<file path="src/rtl/program_loader_pkg.sv">
// Shared types and header field layout for the program loader.
package program_loader_pkg;

  // Loader control states
  typedef enum logic [2:0] {
    IDLE,
    LOAD_I,
    LOAD_D,
    DRAIN,
    RUN
  } state_t;

  // Header type codes carried in the top two bits of a header word
  localparam logic [1:0] HDR_INSTR   = 2'd0;
  localparam logic [1:0] HDR_DATA    = 2'd1;
  localparam logic [1:0] HDR_START   = 2'd2;
  localparam logic [1:0] HDR_ILLEGAL = 2'd3;

  // Header field bit positions
  localparam int HDR_TYPE_MSB  = 31;
  localparam int HDR_TYPE_LSB  = 30;
  localparam int HDR_BASE_MSB  = 15;
  localparam int HDR_BASE_LSB  = 8;
  localparam int HDR_COUNT_MSB = 7;
  localparam int HDR_COUNT_LSB = 0;

  // Header fields that carry meaning; bits 29:16 are dropped before this point
  typedef struct packed {
    logic [1:0] kind;
    logic [7:0] base;
    logic [7:0] count;
  } hdr_t;

endpackage

</file>
<file path="src/rtl/program_loader_hdr_decode.sv">
// Combinational header split and destination range check.
module loader_hdr_decode
  import program_loader_pkg::*;
#(
  parameter int NUM_INSTRUCTIONS = 16,
  parameter int WORDS_IN_MEMORY  = 32,
  parameter int PTR_W            = 5
) (
  input  hdr_t             hdr,
  output logic [1:0]       kind,
  output logic [PTR_W-1:0] start_ptr,
  output logic [7:0]       count,
  output logic             empty,
  output logic             over_range
);

  logic [8:0] end_addr;
  logic [8:0] depth;

  // Split fields; base+count is formed in 9 bits so it cannot wrap
  always_comb begin
    kind       = hdr.kind;
    count      = hdr.count;
    start_ptr  = hdr.base[PTR_W-1:0];
    empty      = (hdr.count == 8'd0);
    end_addr   = {1'b0, hdr.base} + {1'b0, hdr.count};
    depth      = (hdr.kind == HDR_INSTR) ? 9'(NUM_INSTRUCTIONS) : 9'(WORDS_IN_MEMORY);
    over_range = (end_addr > depth);
  end

endmodule

</file>
<file path="src/rtl/program_loader.sv">
// Host word-stream loader: fills instruction and data stores, runs the core,
// and reports completion with a run-cycle count.
module program_loader
  import program_loader_pkg::*;
#(
  parameter int NUM_SIZE         = 16,
  parameter int NUM_INSTRUCTIONS = 16,
  parameter int WORDS_IN_MEMORY  = 32,
  parameter int CYCLE_CNT_W      = 32
) (
  input  logic                                clk,
  input  logic                                rst,
  input  logic                                s_valid,
  output logic                                s_ready,
  input  logic [31:0]                         s_data,
  output logic                                instr_we,
  output logic [$clog2(NUM_INSTRUCTIONS)-1:0] instr_addr,
  output logic [31:0]                         instr_wdata,
  output logic                                mem_we,
  output logic [$clog2(WORDS_IN_MEMORY)-1:0]  mem_addr,
  output logic [NUM_SIZE-1:0]                 mem_wdata,
  output logic                                acc_rst,
  input  logic                                acc_halted,
  output logic                                done,
  output logic                                err,
  output logic [CYCLE_CNT_W-1:0]              run_cycles
);

  localparam int IA_W  = $clog2(NUM_INSTRUCTIONS);
  localparam int DA_W  = $clog2(WORDS_IN_MEMORY);
  localparam int PTR_W = (IA_W > DA_W) ? IA_W : DA_W;

  state_t                 state_reg,       state_next;
  logic                   s_ready_reg,     s_ready_next;
  logic [PTR_W-1:0]       ptr_reg,         ptr_next;
  logic [7:0]             remaining_reg,   remaining_next;
  logic                   instr_we_reg,    instr_we_next;
  logic [IA_W-1:0]        instr_addr_reg,  instr_addr_next;
  logic [31:0]            instr_wdata_reg, instr_wdata_next;
  logic                   mem_we_reg,      mem_we_next;
  logic [DA_W-1:0]        mem_addr_reg,    mem_addr_next;
  logic [NUM_SIZE-1:0]    mem_wdata_reg,   mem_wdata_next;
  logic                   acc_rst_reg,     acc_rst_next;
  logic                   done_reg,        done_next;
  logic                   err_reg,         err_next;
  logic [CYCLE_CNT_W-1:0] run_cycles_reg,  run_cycles_next;
  logic                   first_run_reg,   first_run_next;

  hdr_t             hdr_word;
  logic [1:0]       hdr_kind;
  logic [PTR_W-1:0] hdr_ptr;
  logic [7:0]       hdr_count;
  logic             hdr_empty;
  logic             hdr_over;
  logic             handshake;

  assign handshake = s_valid && s_ready_reg;
  assign hdr_word  = {s_data[HDR_TYPE_MSB:HDR_TYPE_LSB],
                      s_data[HDR_BASE_MSB:HDR_BASE_LSB],
                      s_data[HDR_COUNT_MSB:HDR_COUNT_LSB]};

  loader_hdr_decode #(
    .NUM_INSTRUCTIONS (NUM_INSTRUCTIONS),
    .WORDS_IN_MEMORY  (WORDS_IN_MEMORY),
    .PTR_W            (PTR_W)
  ) u_hdr_decode (
    .hdr        (hdr_word),
    .kind       (hdr_kind),
    .start_ptr  (hdr_ptr),
    .count      (hdr_count),
    .empty      (hdr_empty),
    .over_range (hdr_over)
  );

  // Next-state and registered-output logic; strobes and done default low
  always_comb begin
    state_next       = state_reg;
    ptr_next         = ptr_reg;
    remaining_next   = remaining_reg;
    instr_we_next    = 1'b0;
    instr_addr_next  = instr_addr_reg;
    instr_wdata_next = instr_wdata_reg;
    mem_we_next      = 1'b0;
    mem_addr_next    = mem_addr_reg;
    mem_wdata_next   = mem_wdata_reg;
    done_next        = 1'b0;
    err_next         = err_reg;
    run_cycles_next  = run_cycles_reg;
    first_run_next   = 1'b0;

    case (state_reg)
      IDLE: begin
        if (handshake) begin
          case (hdr_kind)
            HDR_INSTR, HDR_DATA: begin
              if (hdr_empty) begin
                state_next = IDLE;
              end else if (hdr_over) begin
                err_next       = 1'b1;
                state_next     = DRAIN;
                remaining_next = hdr_count;
              end else begin
                state_next     = (hdr_kind == HDR_INSTR) ? LOAD_I : LOAD_D;
                ptr_next       = hdr_ptr;
                remaining_next = hdr_count;
              end
            end
            HDR_START: begin
              state_next      = RUN;
              run_cycles_next = '0;
              first_run_next  = 1'b1;
            end
            default: begin
              err_next = 1'b1;
            end
          endcase
        end
      end

      LOAD_I: begin
        if (handshake) begin
          instr_we_next    = 1'b1;
          instr_addr_next  = ptr_reg[IA_W-1:0];
          instr_wdata_next = s_data;
          ptr_next         = ptr_reg + PTR_W'(1);
          remaining_next   = remaining_reg - 8'd1;
          if (remaining_reg == 8'd1) state_next = IDLE;
        end
      end

      LOAD_D: begin
        if (handshake) begin
          mem_we_next    = 1'b1;
          mem_addr_next  = ptr_reg[DA_W-1:0];
          mem_wdata_next = s_data[NUM_SIZE-1:0];
          ptr_next       = ptr_reg + PTR_W'(1);
          remaining_next = remaining_reg - 8'd1;
          if (remaining_reg == 8'd1) state_next = IDLE;
        end
      end

      DRAIN: begin
        if (handshake) begin
          remaining_next = remaining_reg - 8'd1;
          if (remaining_reg == 8'd1) state_next = IDLE;
        end
      end

      RUN: begin
        if (run_cycles_reg != '1) run_cycles_next = run_cycles_reg + CYCLE_CNT_W'(1);
        // The core is still leaving reset during its first RUN cycle
        if (!first_run_reg && acc_halted) begin
          done_next  = 1'b1;
          state_next = IDLE;
        end
      end

      default: begin
        state_next = IDLE;
      end
    endcase

    // Core runs and the host is stalled only while in RUN
    s_ready_next = (state_next != RUN);
    acc_rst_next = (state_next != RUN);
  end

  // State and output registers with synchronous reset
  always_ff @(posedge clk) begin
    if (rst) begin
      state_reg       <= IDLE;
      s_ready_reg     <= 1'b0;
      ptr_reg         <= '0;
      remaining_reg   <= '0;
      instr_we_reg    <= 1'b0;
      instr_addr_reg  <= '0;
      instr_wdata_reg <= '0;
      mem_we_reg      <= 1'b0;
      mem_addr_reg    <= '0;
      mem_wdata_reg   <= '0;
      acc_rst_reg     <= 1'b1;
      done_reg        <= 1'b0;
      err_reg         <= 1'b0;
      run_cycles_reg  <= '0;
      first_run_reg   <= 1'b0;
    end else begin
      state_reg       <= state_next;
      s_ready_reg     <= s_ready_next;
      ptr_reg         <= ptr_next;
      remaining_reg   <= remaining_next;
      instr_we_reg    <= instr_we_next;
      instr_addr_reg  <= instr_addr_next;
      instr_wdata_reg <= instr_wdata_next;
      mem_we_reg      <= mem_we_next;
      mem_addr_reg    <= mem_addr_next;
      mem_wdata_reg   <= mem_wdata_next;
      acc_rst_reg     <= acc_rst_next;
      done_reg        <= done_next;
      err_reg         <= err_next;
      run_cycles_reg  <= run_cycles_next;
      first_run_reg   <= first_run_next;
    end
  end

  assign s_ready     = s_ready_reg;
  assign instr_we    = instr_we_reg;
  assign instr_addr  = instr_addr_reg;
  assign instr_wdata = instr_wdata_reg;
  assign mem_we      = mem_we_reg;
  assign mem_addr    = mem_addr_reg;
  assign mem_wdata   = mem_wdata_reg;
  assign acc_rst     = acc_rst_reg;
  assign done        = done_reg;
  assign err         = err_reg;
  assign run_cycles  = run_cycles_reg;

endmodule

</file>
<file path="config.mk">
export PLATFORM = sky130hd
export DESIGN_NAME = program_loader
export DESIGN_NICKNAME = d
export VERILOG_FILES = /design/src/rtl/program_loader_pkg.sv /design/src/rtl/program_loader_hdr_decode.sv /design/src/rtl/program_loader.sv
export SDC_FILE = /design/constraint.sdc
export NUM_CORES = 1
export LEC_CHECK = 0
export ABC_AREA = 1
export CAP_MARGIN = 25
export CORE_AREA = 5 5 118 109
export DETAILED_ROUTE_END_ITERATION = 7
export DIE_AREA = 0 0 123 114
export PLACE_DENSITY = 0.79
export SLEW_MARGIN = 20
export SYNTH_ARGS = -nofsm -noshare
export SYNTH_HDL_FRONTEND = slang
export SYNTH_SLANG_ARGS = --single-unit
</file>
<file path="constraint.sdc">
create_clock -name clk -period 3.3 [get_ports clk]
set_input_delay 0.33 -clock clk [delete_from_list [all_inputs] [get_ports clk]]
set_output_delay 0.33 -clock clk [all_outputs]
set_load 0.1 [all_outputs]
</file>
==> impl_metrics.ini <==
[detailed_routing]
wl_per_cell_um = 14.3
post_drt_via_cell_ratio = 5.14
wirelength_um = 15700
routed-via-count = 5638
drt_iter0_markers = 368
drt_pre_antenna_iters = 5
post-route-drc-count = 0
postRouteAntennaNets = 0

[critical_path]
cp_data_required_time_ns = 3.59
reg2reg_slack_ns = 1.04
max_fanout_on_critical_path = 7
worst-setup-path-type = primary input to flop
critPathArrivalTime_ns = 3.22
reg2reg_to = run_cycles[22]
worst_setup_path_start_kind = primary input
reg2reg_from = run_cycles[1]
timing.critical_path.to_type = flop
ff2ff_path_depth = 12

[layout]
area_growth_pct = 30.5
layout-drive-gt1-share_pct = 7.36
layout.nets = 983
fillerInstances = 1050
antenna_cells_inserted = 0
multi_input_area_um2 = 2950
final-seq-area_um2 = 2240
layout.cells.non_filler = 1097

[cts]
postCtsSetupRepairBufs = 0
post_cts_hold_buffer_count = 0
cts_resized = 0
htreeDepth = 3
cts_buffers = 9
cts.sinks = 112
clock_insertion_delay_worst_skew_ns = 0.36
tritoncts = built
cts_buffer_depth = 2
clk_pin_slew_ns = 0.07
ctsRootBufferMaster = sky130_fd_sc_hd__clkbuf_16

[timing]
slew_violations = 0
post-route-period-util_pct = 88.9
post_route_hold_slack_ns = 0.470
grt_setup_unrepaired = no
hold_viol_final = 0
max_slew_margin_pct = 30.2
worst_pin_slew_ns = 1.04
fin_clk_skew_ns = 0.00929
setup-violations-final = 0
timing.setup.tns_ns = 0
timing.fmax_mhz = 341
min_period_ns = 2.93

[synth]
synthCells = 813
yosysWarnings = 0
post_synth_mux_area_share_pct = 0
syn-num-nets = 864
synth_simple_gate_area_share_pct = 29.1
yosys.area.top_type = sky130_fd_sc_hd__dfxtp_1
ys_types = 33
synth.avg_cell_area_um2 = 6.94
async_flop_share_pct = 0
yosysTopAreaCellShare_pct = 39.7
synth_area_um2 = 5640
combinational_family_with_the_most_area_after_synthesis = simple AND/OR/NAND/NOR gates
ys_ff_latch = 112
synth_enable_flop_cells = 0
synth_top_flop_cell = sky130_fd_sc_hd__dfxtp_1
synth-xor-area-share_pct = 3.57
synthTopCellsByArea = sky130_fd_sc_hd__dfxtp_1 (40%), sky130_fd_sc_hd__nand2_1 (10%), sky130_fd_sc_hd__nor2_1 (8.3%)
synth_sequential_area_ratio_pct = 39.7
synth-compound-area-share_pct = 16.0
synth_adder_area_share_pct = 3.46

[place]
buffer_ports.inserted = 130
hpwl_um = 11500
placed_cells = 1081
gp_congestion = 0.939

[job]
drv.max_cap_violation_count = 0

[die]
fp-row-count = 38
chipHeight_um = 114
effective_utilization_at_floorplan_pct = 48.4
floorplan_core_area_um2 = 11600
die-width_um = 123
ios = 131
die-area_um2 = 14000

[global_routing]
grt_start_max_net_pins = 44
grt.overflow.total = 0
wire_length_of_the_first_global_routing_pass_um = 26300
vias_in_the_first_global_route = 5486
grtUsageTotal_pct = 23.3
antenna_found_initial = 0

[min_path]
endpoint_of_the_worst_hold_timing_path = remaining_reg[7]
holdCritPathClass = flop to flop
hp-start = remaining_reg[7]
worstHoldPathCells = 2

[run_status]
run_status = finished clean

[pwr]
peak_vdd_ir_uv = 520
powerDensity_nw_per_um2 = 449
power.leakage_nw = 2.89
[critical path, stage by stage]
cell                              delay (ns)
sky130_fd_sc_hd__clkdlybuf4s50_1        0.46
sky130_fd_sc_hd__ha_1                   0.35
sky130_fd_sc_hd__or2_2                  0.32
sky130_fd_sc_hd__nand2_1                0.10
sky130_fd_sc_hd__nor2_1                 0.05
sky130_fd_sc_hd__nor2_1                 0.11
sky130_fd_sc_hd__xnor2_1                0.08
sky130_fd_sc_hd__ha_1                   0.27
sky130_fd_sc_hd__inv_1                  0.04
sky130_fd_sc_hd__a21oi_1                0.14
sky130_fd_sc_hd__nand3_1                0.10
sky130_fd_sc_hd__nor2_1                 0.09
sky130_fd_sc_hd__nand2_1                0.05
sky130_fd_sc_hd__nor2_1                 0.10
sky130_fd_sc_hd__nand2_1                0.09
sky130_fd_sc_hd__nand2_1                0.06
sky130_fd_sc_hd__nand2_1                0.15
sky130_fd_sc_hd__inv_2                  0.12
sky130_fd_sc_hd__o21ai_0                0.07
sky130_fd_sc_hd__a21oi_1                0.14
[cell families (layout without fill, tap and decap cells)]
| family | count (synthesis) | after routing |
|---|---|---|
| adder cells (fa/ha/maj) | 15 | 15 |
| flip-flops | 112 | 112 |
| AND/OR/NAND/NOR | 381 | 381 |
| XOR/XNOR | 23 | 23 |
| buffers and inverters | 113 | 237 |
| AO/OA/AOI/OAI | 169 | 169 |
[final cells by class]
class | instances | area share [%]
Clock inverter | 4 | 0.476
Multi-Input combinational cell | 588 | 40.1
Timing Repair Buffer | 142 | 18.8
Sequential cell | 112 | 30.4
Inverter | 79 | 4.03
Clock buffer | 12 | 3.48
Tap cell | 160 | 2.72
[cells in the final DEF, fill, tap and decap left out, types with 8 or more instances in the layout]
master,synthesis,layout
sky130_fd_sc_hd__nand4_1,13,13
sky130_fd_sc_hd__nor2_1,125,123
sky130_fd_sc_hd__o21ai_0,77,77
sky130_fd_sc_hd__xnor2_1,8,8
sky130_fd_sc_hd__nor3_1,18,18
sky130_fd_sc_hd__clkdlybuf4s50_1,0,128
sky130_fd_sc_hd__clkbuf_16,0,9
sky130_fd_sc_hd__ha_1,14,14
sky130_fd_sc_hd__dfxtp_1,112,112
sky130_fd_sc_hd__xor2_1,15,15
sky130_fd_sc_hd__nand3_1,36,36
sky130_fd_sc_hd__or2_2,11,11
sky130_fd_sc_hd__a21oi_1,71,71
sky130_fd_sc_hd__a21oi_2,9,9
sky130_fd_sc_hd__inv_1,73,72
sky130_fd_sc_hd__nand2_1,157,157
sky130_fd_sc_hd__buf_4,2,13
[routing by layer]
layer	vias up	track usage, %	wire [um]
li1	2887	-	-
met1	2537	30.1	7170
met2	186	34.9	6650
met3	28	10.1	1560
met4	0	8.04	350
met5	-	0	0
[cell usage after synthesis (3+ instances only)]
cell type and number:
sky130_fd_sc_hd__nor4_1 4, sky130_fd_sc_hd__a31oi_1 3, sky130_fd_sc_hd__nand3b_1 4, sky130_fd_sc_hd__a21oi_1 71, sky130_fd_sc_hd__ha_1 14, sky130_fd_sc_hd__nand4_1 13
sky130_fd_sc_hd__nand3_1 36, sky130_fd_sc_hd__nor2_1 125, sky130_fd_sc_hd__or2_2 11, sky130_fd_sc_hd__xor2_1 15, sky130_fd_sc_hd__nand2_1 157, sky130_fd_sc_hd__xnor2_1 8
sky130_fd_sc_hd__nor3_1 18, sky130_fd_sc_hd__inv_2 4, sky130_fd_sc_hd__nand2_2 7, sky130_fd_sc_hd__inv_1 73, sky130_fd_sc_hd__o21ai_0 77, sky130_fd_sc_hd__a21oi_2 9
sky130_fd_sc_hd__a211oi_1 5, sky130_fd_sc_hd__clkbuf_1 28, sky130_fd_sc_hd__dfxtp_1 112
[stage by stage]
stage	util, %	instance area [um^2]	worst slack [ns]	power, W
2_1_floorplan	-	5640	0.729	0.00206
3_5_place_dp	60.7	7070	0.00476	0.00226
4_1_cts	63.2	7360	0.390	0.00333
6_report	63.2	7360	0.367	0.00331
3_3_place_gp	60.7	7070	0.112	0.00226
5_1_grt	63.2	7360	0.00773	0.00348
[where the power goes]
part | switching [W] | internal, W | leakage [nW]
Sequential | 0.0000427 | 0.00141 | 0.906
Clock | 0.000502 | 0.000562 | 0.144
Combinational | 0.000565 | 0.000223 | 1.84
[worst max-delay path by stage]
stage / from / endpoint / slack, ns / cells past startpoint
global route: s_data[10] / ptr_reg[2] / 0.008 / 20
detailed placement: s_data[10] / ptr_reg[3] / 0.005 / 20
global placement: s_data[10] / ptr_reg[3] / 0.11 / 20
CTS: s_data[10] / ptr_reg[3] / 0.39 / 20
finish: s_data[10] / ptr_reg[3] / 0.37 / 20
floorplan: run_cycles[1] / run_cycles[26] / 0.73 / 13
Note: power is estimated with default switching activity, not from simulation.
==> RTL edit 1 (config.mk and constraints unchanged) <==
The parameter `NUM_SIZE` goes from 16 to 32.
--- a/src/rtl/program_loader.sv
+++ b/src/rtl/program_loader.sv
@@ -5,3 +5,3 @@
 #(
-  parameter int NUM_SIZE         = 16,
+  parameter int NUM_SIZE         = 32,
   parameter int NUM_INSTRUCTIONS = 16,
Interface: changed (resized mem_wdata); port bits go from 131 to 147. No check against the original RTL was run, so the function may have changed too.
==> RTL edit 1 against the unedited design <==
  * Hold slack improved by 0.0010 ns
  * Setup slack improved by 0.13 ns
  * Global-route usage increased by 3.0 points
  * First-iteration DRC count increased by 37%
  * Total power increased by 18%
  * Sequential cell count increased by 16
  * Largest power group is now clock
  * Via count increased by 8.1%
  * Area after synthesis increased by 7.4%
  * Cell area increased by 11%
  * Sequential power increased by 10%
  * Routed wire length increased by 15%
==> RTL edit 1: results (changes against the unedited design) <==
| Metric | Value |
|---|---|
| Reg-to-reg endpoint | `run_cycles[9]$_SDFFE_PP0P_ (was run_cycles[22]$_SDFFE_PP0P_)` |
| Top post-synthesis cells by count | `nor2_1 (169), nand2_1 (133), dfxtp_1 (128) (was nand2_1 (157), nor2_1 (125), dfxtp_1 (112))` |
| GR met2 Demand/Resource | `39.5% (was 34.9%)` |
| Worst VDD drop | `363 uV (was 520 uV)` |
| Setup slack, reg-to-reg | `0.87 ns (was 1.04 ns)` |
| Setup crit end | `ptr_reg[2]$_SDFFE_PP0P_ (was ptr_reg[3]$_SDFFE_PP0P_)` |
| Later-pin clock latency in the skew report | `0.42 ns (was 0.36 ns)` |
| P_clk | `0.00174 W (was 0.00106 W)` |
| RR Startpoint | `run_cycles[8]$_SDFFE_PP0P_ (was run_cycles[1]$_SDFFE_PP0P_)` |
| Post-route clock period utilization | `85.0% (was 88.9%)` |
| Setup WS pre-CTS | `0.0844 ns (was 0.00476 ns)` |
| First-pass GRT wire length | `28,900 um (was 26,300 um)` |
| Clk cell area share | `6.63% (was 3.96%)` |
| Iter 0 DRT Violations | `505 (was 368)` |
| P_sw | `0.00111 W (about the same)` |
| Gr usage total | `26.3% (was 23.3%)` |
| H-tree levels | `4 (was 3)` |
| GR Layer Usage met3 | `11.0% (was 10.1%)` |
| Hpwl dp | `12,800 um (was 11,500 um)` |
| Unique masters post-synth | `41 (was 33)` |
| Final Skew | `0.0108 ns (was 0.00929 ns)` |
| Outcome | `finished, final reports clean (unchanged)` |
| Largest net degree at the start of global routing | `79 (was 44)` |
| Clkbuf count | `22 (was 12)` |
| Comb group | `0.000557 W (was 0.000788 W)` |
| Met3 WL | `1640 um (was 1560 um)` |
| Critical Path Source | `s_data[0] (was s_data[10])` |
| CTS buffer count | `17 (was 9)` |
| Worst Tran Pin Value | `1.05 ns (was 1.04 ns)` |
| Multi-Input Combinational | `615 (was 588)` |
| Metal-1 WL | `8290 um (was 7170 um)` |
| Via count | `6,097 (was 5,638)` |
| GPL Wtd Cong | `0.923 (was 0.939)` |
| Share of cells above drive strength 1 | `5.73% (was 7.36%)` |
| Synth top area cells | `dfxtp_1 (42%), nor2_1 (10%), nand2_1 (8.2%) (was dfxtp_1 (40%), nand2_1 (10%), nor2_1 (8.3%))` |
| Non-clk buf share | `18.3% (was 18.8%)` |
| Number of global-route vias before repair | `5,795 (was 5,486)` |
| Per-cell routed wire length | `15.4 um (was 14.3 um)` |
| Met2 Wirelength | `7880 um (was 6650 um)` |
| Fillers | `1,016 (was 1,050)` |
| Max FO, Critical Path | `8 (was 7)` |
| Yosys reg bits | `128 (was 112)` |
| Inverters | `86 (was 79)` |
| Net Count, Synth | `911 (was 864)` |
## RTL edit 1: worst min-delay path by stage
| stage | from | end | slack [ns] | cells past startpoint |
|---|---|---|---|---|
| 5_1_grt | remaining_reg[7]$_SDFFE_PP0P_ | remaining_reg[7]$_SDFFE_PP0P_ | 0.51 | 2 |
| 3_5_place_dp | remaining_reg[7]$_SDFFE_PP0P_ | remaining_reg[7]$_SDFFE_PP0P_ | 0.47 | 2 |
| 3_3_place_gp | remaining_reg[7]$_SDFFE_PP0P_ | remaining_reg[7]$_SDFFE_PP0P_ | 0.46 | 2 |
| 2_1_floorplan | rst | s_ready$_SDFF_PP0_ | 0.41 | 1 |
| 4_1_cts | remaining_reg[7]$_SDFFE_PP0P_ | remaining_reg[7]$_SDFFE_PP0P_ | 0.47 | 2 |
| 6_report | remaining_reg[7]$_SDFFE_PP0P_ | remaining_reg[7]$_SDFFE_PP0P_ | 0.47 | 2 |
## RTL edit 1: cell families after synthesis
group	Yosys count	synth area share (%)
adders and majority gates	15	3.22
xor gates and xnor gates	15	2.17
DFF	128	42.3
buffers and inverters	117	7.41
AOI/OAI and AO/OA	184	16.1
and+or+nand+nor	401	28.8
## RTL edit 1: stage by stage
stage	total power (W)	cells	cell area [um^2]
5_1_grt	0.00404	1172	8190
6_report	0.00390	1172	8190
2_1_floorplan	0.00202	860	6060
4_1_cts	0.00391	1172	8190
3_5_place_dp	0.00218	1140	7650
3_3_place_gp	0.00218	1140	7650
## RTL edit 1: tightest hold or removal path, cell delays in order (launching register included)
cell,delay (ns)
dfxtp_1,0.31
nand2_1,0.06
a21oi_1,0.06
==> RTL edit 2 (same settings) <==
Made on the original files. Take the reset off `instr_addr_reg`, `instr_wdata_reg`, `mem_addr_reg` and `mem_wdata_reg` and load them in a clocked block of their own.
--- a/src/rtl/program_loader.sv
+++ b/src/rtl/program_loader.sv
@@ -175,7 +175,3 @@
       instr_we_reg    <= 1'b0;
-      instr_addr_reg  <= '0;
-      instr_wdata_reg <= '0;
       mem_we_reg      <= 1'b0;
-      mem_addr_reg    <= '0;
-      mem_wdata_reg   <= '0;
       acc_rst_reg     <= 1'b1;
@@ -191,7 +187,3 @@
       instr_we_reg    <= instr_we_next;
-      instr_addr_reg  <= instr_addr_next;
-      instr_wdata_reg <= instr_wdata_next;
       mem_we_reg      <= mem_we_next;
-      mem_addr_reg    <= mem_addr_next;
-      mem_wdata_reg   <= mem_wdata_next;
       acc_rst_reg     <= acc_rst_next;
@@ -202,2 +194,9 @@
     end
+  end
+
+  always_ff @(posedge clk) begin
+    instr_addr_reg  <= instr_addr_next;
+    instr_wdata_reg <= instr_wdata_next;
+    mem_addr_reg    <= mem_addr_next;
+    mem_wdata_reg   <= mem_wdata_next;
   end
Function: differs if rst is asserted again (counterexample within 4 cycles, from zero or initial values and one cycle with rst high); with rst held inactive, the same outputs for 4 cycles.
==> RTL edit 2 against the unedited design <==
  * Total power shrank 5.4%
  * Utilization barely moved
  * Routed wire length shrank 3.5%
  * Cell area barely moved
  * First-iteration DRC count grew 19%
  * Setup slack got worse by 0.089 ns
  * Count of clock-buffer cells in the layout fell by 2
  * Area after synthesis decreased by 1.6%
  * Sequential cell count did not move
==> RTL edit 2: results (changes against the unedited design) <==
| Metric | Value |
|---|---|
| Sw Ratio | `28.0% (was 33.6%)` |
| Metal-1 WL | `6840 um (was 7170 um)` |
| Hpwl dp | `11,300 um (was 11,500 um)` |
| P_sw | `0.000874 W (was 0.00111 W)` |
| Fillers | `953 (was 1,050)` |
| Relative slew margins | `32.9% (was 30.2%)` |
| Largest stage delay, worst path | `0.57 ns (was 0.46 ns)` |
| Via count | `5,093 (was 5,638)` |
| Placed cell area | `0.00706 mm^2 (was 0.00707 mm^2)` |
| Worst VDD drop | `215 uV (was 520 uV)` |
| Max FO, Critical Path | `8 (was 7)` |
| Number of global-route vias before repair | `5,013 (was 5,486)` |
| Syn Area/Cell | `8.21 um^2 (was 6.94 um^2)` |
| Share of cells above drive strength 1 | `7.20% (was 7.36%)` |
| Hold Slack | `0.424 ns (was 0.470 ns)` |
| Cells after DPL | `963 (was 1,081)` |
| Gr usage total | `22.0% (was 23.3%)` |
| GPL Wtd Cong | `0.910 (was 0.939)` |
| Met3 WL | `924 um (was 1560 um)` |
| Final Skew | `0.00755 ns (was 0.00929 ns)` |
| Number of synthesized flops with an enable pin | `57 (was 0)` |
| Post-route clock period utilization | `91.6% (was 88.9%)` |
| Met2 Wirelength | `7200 um (was 6650 um)` |
| Ys async rst share | `0% (unchanged)` |
| Outcome | `finished, final reports clean (unchanged)` |
| Clock power frac | `36.6% (was 32.2%)` |
| Largest net degree at the start of global routing | `38 (was 44)` |
| Sequential area share after synthesis | `50.7% (was 39.7%)` |
| Leak Pwr | `2.88 nW (was 2.89 nW)` |
| Setup slack, reg-to-reg | `1.00 ns (was 1.04 ns)` |
| First-pass GRT wire length | `24,500 um (was 26,300 um)` |
| Final cell count without fillers | `979 (was 1,097)` |
| Synth top area cells | `edfxtp_1 (31%), dfxtp_1 (20%), nand2_1 (11%) (was dfxtp_1 (40%), nand2_1 (10%), nor2_1 (8.3%))` |
| Drt total wl | `15,200 um (was 15,700 um)` |
| Critical path arrival | `3.31 ns (was 3.22 ns)` |
| Unique masters post-synth | `40 (was 33)` |
| Net Count, Synth | `727 (was 864)` |
| Setup WS pre-CTS | `-0.0394 ns (was 0.00476 ns)` |
| Nets@finish | `865 (was 983)` |
| Top Layer Used | `met4 (unchanged)` |
| Iter 0 DRT Violations | `437 (was 368)` |
==> RTL edit 2: cell types whose count changed after synthesis, sizes merged, moves of 5 or more <==
cell and change:
clkbuf -20, dfxtp -57, nor2 -9, xor2 -5, o21ai -61, nor3 -9
a21oi -42, edfxtp +57, nand3 +18
==> RTL edit 2: cell type report <==
type	count	area, um^2	area share [%]
repair buffers	139	1360	18.5
multi-input cells	476	2400	32.6
inverters	76	288	3.91
clock inverters	6	78.8	1.07
clock buffers	10	229	3.11
well taps	160	200	2.72
flip-flops and latches	112	2810	38.2
==> RTL edit 2: metal layers <==
metal / vias to the layer above / GRT usage (%)
met5: - / 0
met4: 0 / 7.23
met3: 24 / 4.16
met2: 196 / 36.2
met1: 2377 / 29.4
li1: 2496 / -
==> RTL edit 2: worst reg2reg max path, stage by stage, from the launching register on <==
cell and delay, ns:
dfxtp_1 0.47, ha_1 0.31, nand4_4 0.18, nor2_4 0.20, nand3_4 0.11, nor2_4 0.15, nand3b_4 0.20, nand2_8 0.25
inv_4 0.14, nor2_1 0.12, nor2_1 0.05, nor2_1 0.07
==> RTL edit 2: final timing paths <==
path,cells past startpoint,end,start
hold reg to reg,1,done$_SDFF_PP0_,first_run_reg$_SDFF_PP0_
setup reg to reg,11,run_cycles[21]$_SDFFE_PP0P_,run_cycles[0]$_SDFFE_PP0P_
setup / recovery,19,ptr_reg[4]$_SDFFE_PP0P_,s_data[1]
hold / removal,1,done$_SDFF_PP0_,first_run_reg$_SDFF_PP0_
==> RTL edit 2: cell families after synthesis <==
family	share of synthesized area (%)
xor+xnor	2.68
flops	50.7
compound gates	6.40
buf+inv	6.42
simple gates	30.3
fa+ha+maj	3.52
==> RTL edit 2: repair_timing <==
action,in CTS,in global routing
endpoints found under the hold margin,0,0
gates resized for setup,0,1
setup endpoints to repair,0,2
setup buffers,0,0
